===== src/rtl/color_pkg.sv =====
// Shared colour codes, filter FSM state encoding and the legal-code check
// used by the colour event filter.
package color_pkg;

  localparam logic [2:0] COLOR_NONE  = 3'b000;
  localparam logic [2:0] COLOR_RED   = 3'b001;
  localparam logic [2:0] COLOR_BLUE  = 3'b010;
  localparam logic [2:0] COLOR_GREEN = 3'b100;

  typedef enum logic {
    ST_IDLE  = 1'b0,
    ST_TRACK = 1'b1
  } filt_state_e;

  function automatic logic is_legal_color(input logic [2:0] code);
    logic legal;
    case (code)
      COLOR_NONE, COLOR_RED, COLOR_BLUE, COLOR_GREEN: legal = 1'b1;
      default:                                        legal = 1'b0;
    endcase
    return legal;
  endfunction

endpackage


===== src/rtl/sample_tick_gen.sv =====
// Periodic one-cycle tick: counter runs 0..SAMPLE_DIV-1 and ticks on the last value.
// Shared with the motor PWM stage, so keep the port list minimal.
module sample_tick_gen #(
  parameter int unsigned SAMPLE_DIV = 100000
) (
  input  logic clk,
  input  logic rst_n,
  output logic tick
);

  localparam int unsigned CW = (SAMPLE_DIV > 2) ? $clog2(SAMPLE_DIV) : 1;
  localparam logic [CW-1:0] TC = CW'(SAMPLE_DIV - 1);

  logic [CW-1:0] cnt_q, cnt_d;

  assign tick = (cnt_q == TC);

  always_comb begin
    cnt_d = cnt_q + 1'b1;
    if (tick) cnt_d = '0;
  end

  always_ff @(posedge clk or negedge rst_n) begin
    if (!rst_n) cnt_q <= '0;
    else        cnt_q <= cnt_d;
  end

endmodule


===== src/rtl/color_event_filter.sv =====
// Debounces the sensor colour code over STABLE_N ticks and emits one ready/valid event per change.
// COLOR_EVT_TIMESTAMP_EN adds a per-tick sample counter reported on evt_time.
module color_event_filter
  import color_pkg::*;
#(
  parameter int unsigned SAMPLE_DIV = 100000,
  parameter int unsigned STABLE_N   = 3,
  parameter int unsigned CNT_W      = 32
) (
  input  logic             clk,
  input  logic             rst_n,
  input  logic [2:0]       color_in,
  input  logic             evt_ready,
  output logic             evt_valid,
  output logic [2:0]       evt_color,
  output logic [2:0]       stable_color,
`ifdef COLOR_EVT_TIMESTAMP_EN
  output logic [CNT_W-1:0] evt_time,
`endif
  output logic             evt_drop
);

  localparam int unsigned SW = (STABLE_N > 1) ? $clog2(STABLE_N + 1) : 1;
  localparam logic [SW-1:0] STAB_MAX = SW'(STABLE_N);

  logic          tick, tick_q;
  logic [2:0]    sample_q;
  filt_state_e   state_q, state_d;
  logic [2:0]    cand_q, cand_d;
  logic [SW-1:0] stab_q, stab_d, stab_inc;
  logic [2:0]    stable_q, stable_d;
  logic          accept;
  logic [2:0]    acc_color;
  logic          evt_valid_q, evt_valid_d;
  logic [2:0]    evt_color_q, evt_color_d;
  logic          drop_q, drop_d;

  sample_tick_gen #(.SAMPLE_DIV(SAMPLE_DIV)) u_tick (
    .clk   (clk),
    .rst_n (rst_n),
    .tick  (tick)
  );

  // The FSM runs on tick_q, one cycle after the sample is latched.
  always_ff @(posedge clk or negedge rst_n) begin
    if (!rst_n) begin
      tick_q   <= 1'b0;
      sample_q <= COLOR_NONE;
    end else begin
      tick_q <= tick;
      if (tick) sample_q <= is_legal_color(color_in) ? color_in : COLOR_NONE;
    end
  end

  assign stab_inc = (stab_q == STAB_MAX) ? stab_q : stab_q + 1'b1;

  always_comb begin
    state_d   = state_q;
    cand_d    = cand_q;
    stab_d    = stab_q;
    accept    = 1'b0;
    acc_color = cand_q;
    if (tick_q) begin
      case (state_q)
        ST_IDLE: begin
          if (sample_q == stable_q) begin
            stab_d = '0;
          end else if (STABLE_N == 1) begin
            cand_d    = sample_q;
            stab_d    = STAB_MAX;
            accept    = 1'b1;
            acc_color = sample_q;
          end else begin
            cand_d  = sample_q;
            stab_d  = SW'(1);
            state_d = ST_TRACK;
          end
        end
        ST_TRACK: begin
          if (sample_q == cand_q) begin
            stab_d = stab_inc;
            if (stab_inc == STAB_MAX) begin
              accept  = 1'b1;
              state_d = ST_IDLE;
            end
          end else if (sample_q == stable_q) begin
            stab_d  = '0;
            state_d = ST_IDLE;
          end else begin
            cand_d = sample_q;
            stab_d = SW'(1);
          end
        end
        default: state_d = ST_IDLE;
      endcase
    end
  end

  // An accept wins over a transfer; it only counts as a drop if the old event was not taken.
  always_comb begin
    stable_d    = stable_q;
    evt_valid_d = evt_valid_q;
    evt_color_d = evt_color_q;
    drop_d      = 1'b0;
    if (accept) begin
      stable_d    = acc_color;
      evt_valid_d = 1'b1;
      evt_color_d = acc_color;
      drop_d      = evt_valid_q & ~evt_ready;
    end else if (evt_valid_q && evt_ready) begin
      evt_valid_d = 1'b0;
    end
  end

  always_ff @(posedge clk or negedge rst_n) begin
    if (!rst_n) begin
      state_q     <= ST_IDLE;
      cand_q      <= COLOR_NONE;
      stab_q      <= '0;
      stable_q    <= COLOR_NONE;
      evt_valid_q <= 1'b0;
      evt_color_q <= COLOR_NONE;
      drop_q      <= 1'b0;
    end else begin
      state_q     <= state_d;
      cand_q      <= cand_d;
      stab_q      <= stab_d;
      stable_q    <= stable_d;
      evt_valid_q <= evt_valid_d;
      evt_color_q <= evt_color_d;
      drop_q      <= drop_d;
    end
  end

`ifdef COLOR_EVT_TIMESTAMP_EN
  logic [CNT_W-1:0] ts_q, evt_time_q;

  // ts_q already includes the accepting tick when the FSM evaluates.
  always_ff @(posedge clk or negedge rst_n) begin
    if (!rst_n) begin
      ts_q       <= '0;
      evt_time_q <= '0;
    end else begin
      if (tick)   ts_q       <= ts_q + 1'b1;
      if (accept) evt_time_q <= ts_q;
    end
  end

  assign evt_time = evt_time_q;
`endif

  assign evt_valid    = evt_valid_q;
  assign evt_color    = evt_color_q;
  assign stable_color = stable_q;
  assign evt_drop     = drop_q;

endmodule

===== config.mk =====
export PLATFORM = sky130hd
export DESIGN_NAME = color_event_filter
export DESIGN_NICKNAME = d
export VERILOG_FILES = /design/src/rtl/color_pkg.sv /design/src/rtl/sample_tick_gen.sv /design/src/rtl/color_event_filter.sv
export SDC_FILE = /design/constraint.sdc
export NUM_CORES = 1
export LEC_CHECK = 0
export BUFFER_PORTS_ARGS = -buffer_cell sky130_fd_sc_hd__buf_4
export CORE_MARGIN = 4
export CORE_UTILIZATION = 28
export CTS_CLUSTER_SIZE = 16
export DETAILED_ROUTE_END_ITERATION = 10
export GPL_TIMING_DRIVEN = 1
export PLACE_DENSITY = 0.52
export SETUP_SLACK_MARGIN = 0.15
export SYNTH_ARGS = -nofsm -noshare
export SYNTH_HDL_FRONTEND = slang
export SYNTH_SLANG_ARGS = --single-unit

===== constraint.sdc =====
create_clock -name clk -period 5.25 [get_ports clk]
set_input_delay 0.7875 -clock clk [delete_from_list [all_inputs] [get_ports clk]]
set_output_delay 0.7875 -clock clk [all_outputs]
set_load 0.01 [all_outputs]

After elaboration in Yosys (flattened, before gate mapping)
Cells that the tools add are included.
{"block": "word_totals", "input_bits": 6, "regBits": 32, "word_cells": 50, "output_inout_bits": 8}
{"block": "classes", "bitwise_logic": 3, "add_sub_neg": 2, "eq_ne": 9, "muxes": 22, "n_reduce_logical": 5}
{"operator": "adder 17 x 1 -> 17 bit (second input constant)", "count": 1}
{"operator": "equality test 17 bit (second input constant)", "count": 1}
{"operator": "2-to-1 mux 17 bit", "count": 1}
{"operator": "2-to-1 mux 1 bit", "count": 13}
{"operator": "2-to-1 mux 3 bit", "count": 3}
{"operator": "equality test 3 bit", "count": 2}
{"operator": "one-hot mux 3 bit (2 select lines)", "count": 1}
{"operator": "equality test 2 bit (second input constant)", "count": 2}
{"operator": "2-to-1 mux 2 bit", "count": 2}
{"operator": "one-hot mux 2 bit (2 select lines)", "count": 1}
{"operator": "OR reduction 4 bit", "count": 1}
{"operator": "equality test 3 x 1 -> 1 bit (second input constant)", "count": 1}
{"operator": "equality test 3 x 2 -> 1 bit (second input constant)", "count": 1}
{"operator": "equality test 3 bit (second input constant)", "count": 1}
{"operator": "logical NOT 3 bit", "count": 1}
{"operator": "adder 2 x 1 -> 2 bit (second input constant)", "count": 1}
{"operator": "!= test 2 bit (second input constant)", "count": 1}
{"operator": "inverter 1 bit", "count": 2}
{"operator": "one-hot mux 1 bit (2 select lines)", "count": 1}
{"operator": "AND reduction 2 bit", "count": 1}
{"operator": "nonzero test 2 bit", "count": 1}
{"operator": "AND 1 bit", "count": 1}
{"operator": "logical AND 1 bit", "count": 1}

Longest topological paths before layout
{"block": "depth", "depth_word": 8, "depth_mapped": 6, "ltp_nobuf": 5}

By module
A second synthesis with hierarchy kept.
{"block": "unflattened", "cells_unflattened": 131, "area_unflattened_um2": 1492.7}
{"mod": "sample_tick_gen", "cells_per_inst": 74, "instances": 1, "area_per_inst_um2": 793.3, "seq_area_each_um2": 425.4}
{"mod": "color_event_filter", "cells_per_inst": 57, "instances": 1, "area_per_inst_um2": 699.4, "seq_area_each_um2": 375.4}

Worst setup path after synthesis
Ideal clock, no wire load.
{"block": "synth_path", "path_kind": "reg-to-reg", "startpoint": "register u_tick.cnt_q[13]", "endpoint": "register sample_q[0]", "slack_ns": 3.377, "synth_period_minus_slack_ns": 1.873, "arrival_ns": 1.748, "path_buffers": 1, "required_ns": 5.125, "path_stages_with_launch": 6, "setup_ns": 0.125, "cell_sequence": "dfrtp_1 > nand4bb_1 > or4_4 > nor3_2 > buf_6 > mux2_4"}
{"block": "synth_via", "elab_chain_len": 1}
{"item": "from (decl)", "line_no": "sample_tick_gen.sv:14", "text": "logic [CW-1:0] cnt_q, cnt_d;"}
{"item": "from (signal assigned)", "line_no": "sample_tick_gen.sv:25", "text": "else cnt_q <= cnt_d;"}
{"item": "equality test 17 bit", "line_no": "sample_tick_gen.sv:16", "text": "assign tick = (cnt_q == TC);"}
{"item": "to (signal assigned)", "line_no": "color_event_filter.sv:51", "text": "if (tick) sample_q <= is_legal_color(color_in) ? color_in : COLOR_NONE;"}
{"item": "to (decl)", "line_no": "color_event_filter.sv:27", "text": "logic [2:0] sample_q;"}
No other way between the ends.
A chain may end at the register's enable or synchronous reset.

Worst setup path after layout
{"block": "layout_path", "startpoint": "register u_tick.cnt_q[13]", "endpoint": "register sample_q[2]"}
The elaborated chain is that of the path after synthesis.

==> results.txt <==
Final Cycle Share - 44.2%
Main synth FF type - dfrtp_1
Worst hold path type - in -> async
Vias - 1007
Synth area leader - dfrtp_1
Synth Cell Area - 1490 um^2
Worst Clk Skew - 0.00335 ns
CTS max path bufs - 2
Setup TNS - 0 ns
Asr flop ratio synth - 100%
Top cells by area, synth - dfrtp_1 54%, xnor2_1 8.2%, mux2_2 5.3%, xor2_1 3.5%, nor2_1 3.3%
CP Capture Type - flop
Post-CTS setup buffer count - 0
Die H - 80.9 um
Worst EP required - 5.41 ns
Cells after Synth - 130
Routed WL - 2.76 mm
Post-synth EDFFs - 0
Worst-path maximum fanout - 11
Layout area overhead - 16.0%
Final Hold Viols - 0
# IOs - 14
Final Max Slew Viols - 0
RD Place Congestion - 0.817
Most instantiated cells after synthesis - 32 x dfrtp_1, 14 x xnor2_1, 13 x nor2_1, 8 x nand2_1, 8 x nor3_1
# port buffers - 13
CTS Buf Count - 5
Least-Margin Pin Slew - 0.757 ns
Yosys warns - 0
GR Overflow Total - 0
Outcome - completed
FMAX - 431 MHz
Detailed Place HPWL - 1.90 mm
DRC - 0
Initial antenna violation count - 0
Cts hold-fix bufs - 0
Starting DRT DRC Count - 57
Fin cells - 216
CTS tree - done
Relative slew margins - 49.3%
WL/cell - 12.8 um
Max Cap Viol - 0
R2R Path End - sample_q[2]$_DFFE_PN0N_
First-pass detailed-route iteration total - 4
Clock Sinks - 32
Via density - 4.66
CP arrival - 2.48 ns
Initial Util - 28.9%
VDD IR-drop max - 0.0000778 V
Nets - 152
Reg2reg setup slack - 2.93 ns
Fill cells - 538
Clk root buf - clkbuf_8
Synth cell types - 30
GRT Total Usage - 9.31%
First-pass GRT wire length - 4.53 mm
Reg2Reg Depth - 4
Final Total Pwr - 0.447 mW
Syn Area/Cell - 11.4 um^2
Startpoint types - flop
Top cell type's share of synthesized area - 53.9%
Largest net degree at the start of global routing - 33
Post-CTS Resized - 0
Final critical-path required period - 2.32 ns
Vias in the first global route - 971
Die Span X - 80.9 um
Kind of critical path - reg -> reg
Clk Latency, worst-skew pair - 0.28 ns
Core Region - 5140 um^2
Cell with the most instances after synthesis - dfrtp_1
Register area - 801 um^2
Power per cell area - 259 nW/um^2
Post-route ant nets - 0
#FFs+latches synth - 32
Site row count - 26
Post-synthesis sequential area ratio - 53.9%
Mapped Nets - 137
Setup-failing EPs final - 0
Max H-tree Level - 2
Reg clk slew, reported paths - 0.06 ns
LEAKAGE - 0.782 nW
Overall die area - 6540 um^2
Area occupied by multi-input gates - 637 um^2
FF-to-FF Start - u_tick.cnt_q[13]$_DFF_PN0_
ANT cells - 0
Unrepaired setup endpoints after global routing - false
DP Cell Count - 208
Layout cells sized above 1 - 21.2%
## power breakdown
group	total [mW]	internal (mW)	switching, mW
Clock	0.191	0.107	0.0846
Combinational	0.00905	0.00309	0.00596
Sequential	0.247	0.247	0
## final cells by class
cell class,count,area share (%)
well taps,70,5.08
flip-flops and latches,32,46.4
multi-input cells,90,36.9
inverters,3,0.653
clock buffers,8,5.22
repair buffers,13,5.66
## state kept, by name (all words and copies together) (netlist names)
name	flops
evt_color	3
acc_color	3
evt_drop	1
u_tick.cnt_q	17
tick_q	1
sample_q	3
state_q	1
evt_valid	1
stab_q	2
## worst max path at each step
stage / slack, ns / from / to
after floorplan: 3.38 / u_tick.cnt_q[13]$_DFF_PN0_ / sample_q[0]$_DFFE_PN0N_
after global placement: 3.00 / u_tick.cnt_q[14]$_DFF_PN0_ / sample_q[2]$_DFFE_PN0N_
after detailed placement: 2.94 / u_tick.cnt_q[13]$_DFF_PN0_ / sample_q[2]$_DFFE_PN0N_
after CTS: 2.92 / u_tick.cnt_q[13]$_DFF_PN0_ / sample_q[2]$_DFFE_PN0N_
after global routing: 2.85 / u_tick.cnt_q[13]$_DFF_PN0_ / sample_q[2]$_DFFE_PN0N_
final: 2.93 / u_tick.cnt_q[13]$_DFF_PN0_ / sample_q[2]$_DFFE_PN0N_
## placed cells by master (no fill, tap or decap)
cell type,instances
a21o_1,1
a21oi_1,2
and3_1,2
and4_1,2
and4b_1,1
buf_4,13
clkbuf_1,2
clkbuf_8,6
dfrtp_1,32
ha_1,1
inv_1,3
mux2_2,7
mux2_4,2
mux2i_1,1
nand2_1,8
nand3_1,6
nand4_1,3
nand4bb_1,1
nor2_1,13
nor2b_1,1
nor3_1,8
nor3_2,1
nor3b_1,4
nor4_1,1
o31ai_1,1
or3_1,2
or4_4,1
or4b_2,1
xnor2_1,14
xor2_1,6
## metrics by stage
| stage | cell area (um^2) | utilization [%] | setup slack [ns] | hold WS [ns] |
|---|---|---|---|---|
| floorplan | 1490 | - | 3.38 | 0.451 |
| global placement | 1630 | 31.8 | 3.00 | 0.478 |
| finish | 1720 | 33.5 | 2.93 | 0.438 |
| detailed placement | 1630 | 31.8 | 2.94 | 0.490 |
| CTS | 1720 | 33.5 | 2.92 | 0.449 |
| global route | 1720 | 33.5 | 2.85 | 0.457 |
## logic make-up after synthesis
group                    count (synthesis)  share of synthesized area [%]
AO/OA/AOI/OAI                            4                           1.68
AND/OR/NAND/NOR                         55                           20.5
flip-flops                              32                           53.9
multiplexers                            10                           8.00
XOR/XNOR                                20                           11.8
buffers and inverters                    8                           3.28
adder cells (fa/ha/maj)                  1                          0.842
## routing by layer
metal | routed length (um) | global-route usage (%) | vias up
li1 | - | - | 479
met1 | 1160 | 10.8 | 498
met2 | 1430 | 14.9 | 24
met3 | 147 | 4.32 | 6
met4 | 31 | 3.72 | 0
met5 | 0 | 0 | -
## critical path, cell delays in order (launching register included)
cell and delay, ns:
dfrtp_1 0.43, nand4bb_1 0.19, or4_4 0.51, nor3_2 0.66
mux2_2 0.42
Power figures use the tool's default switching activity.
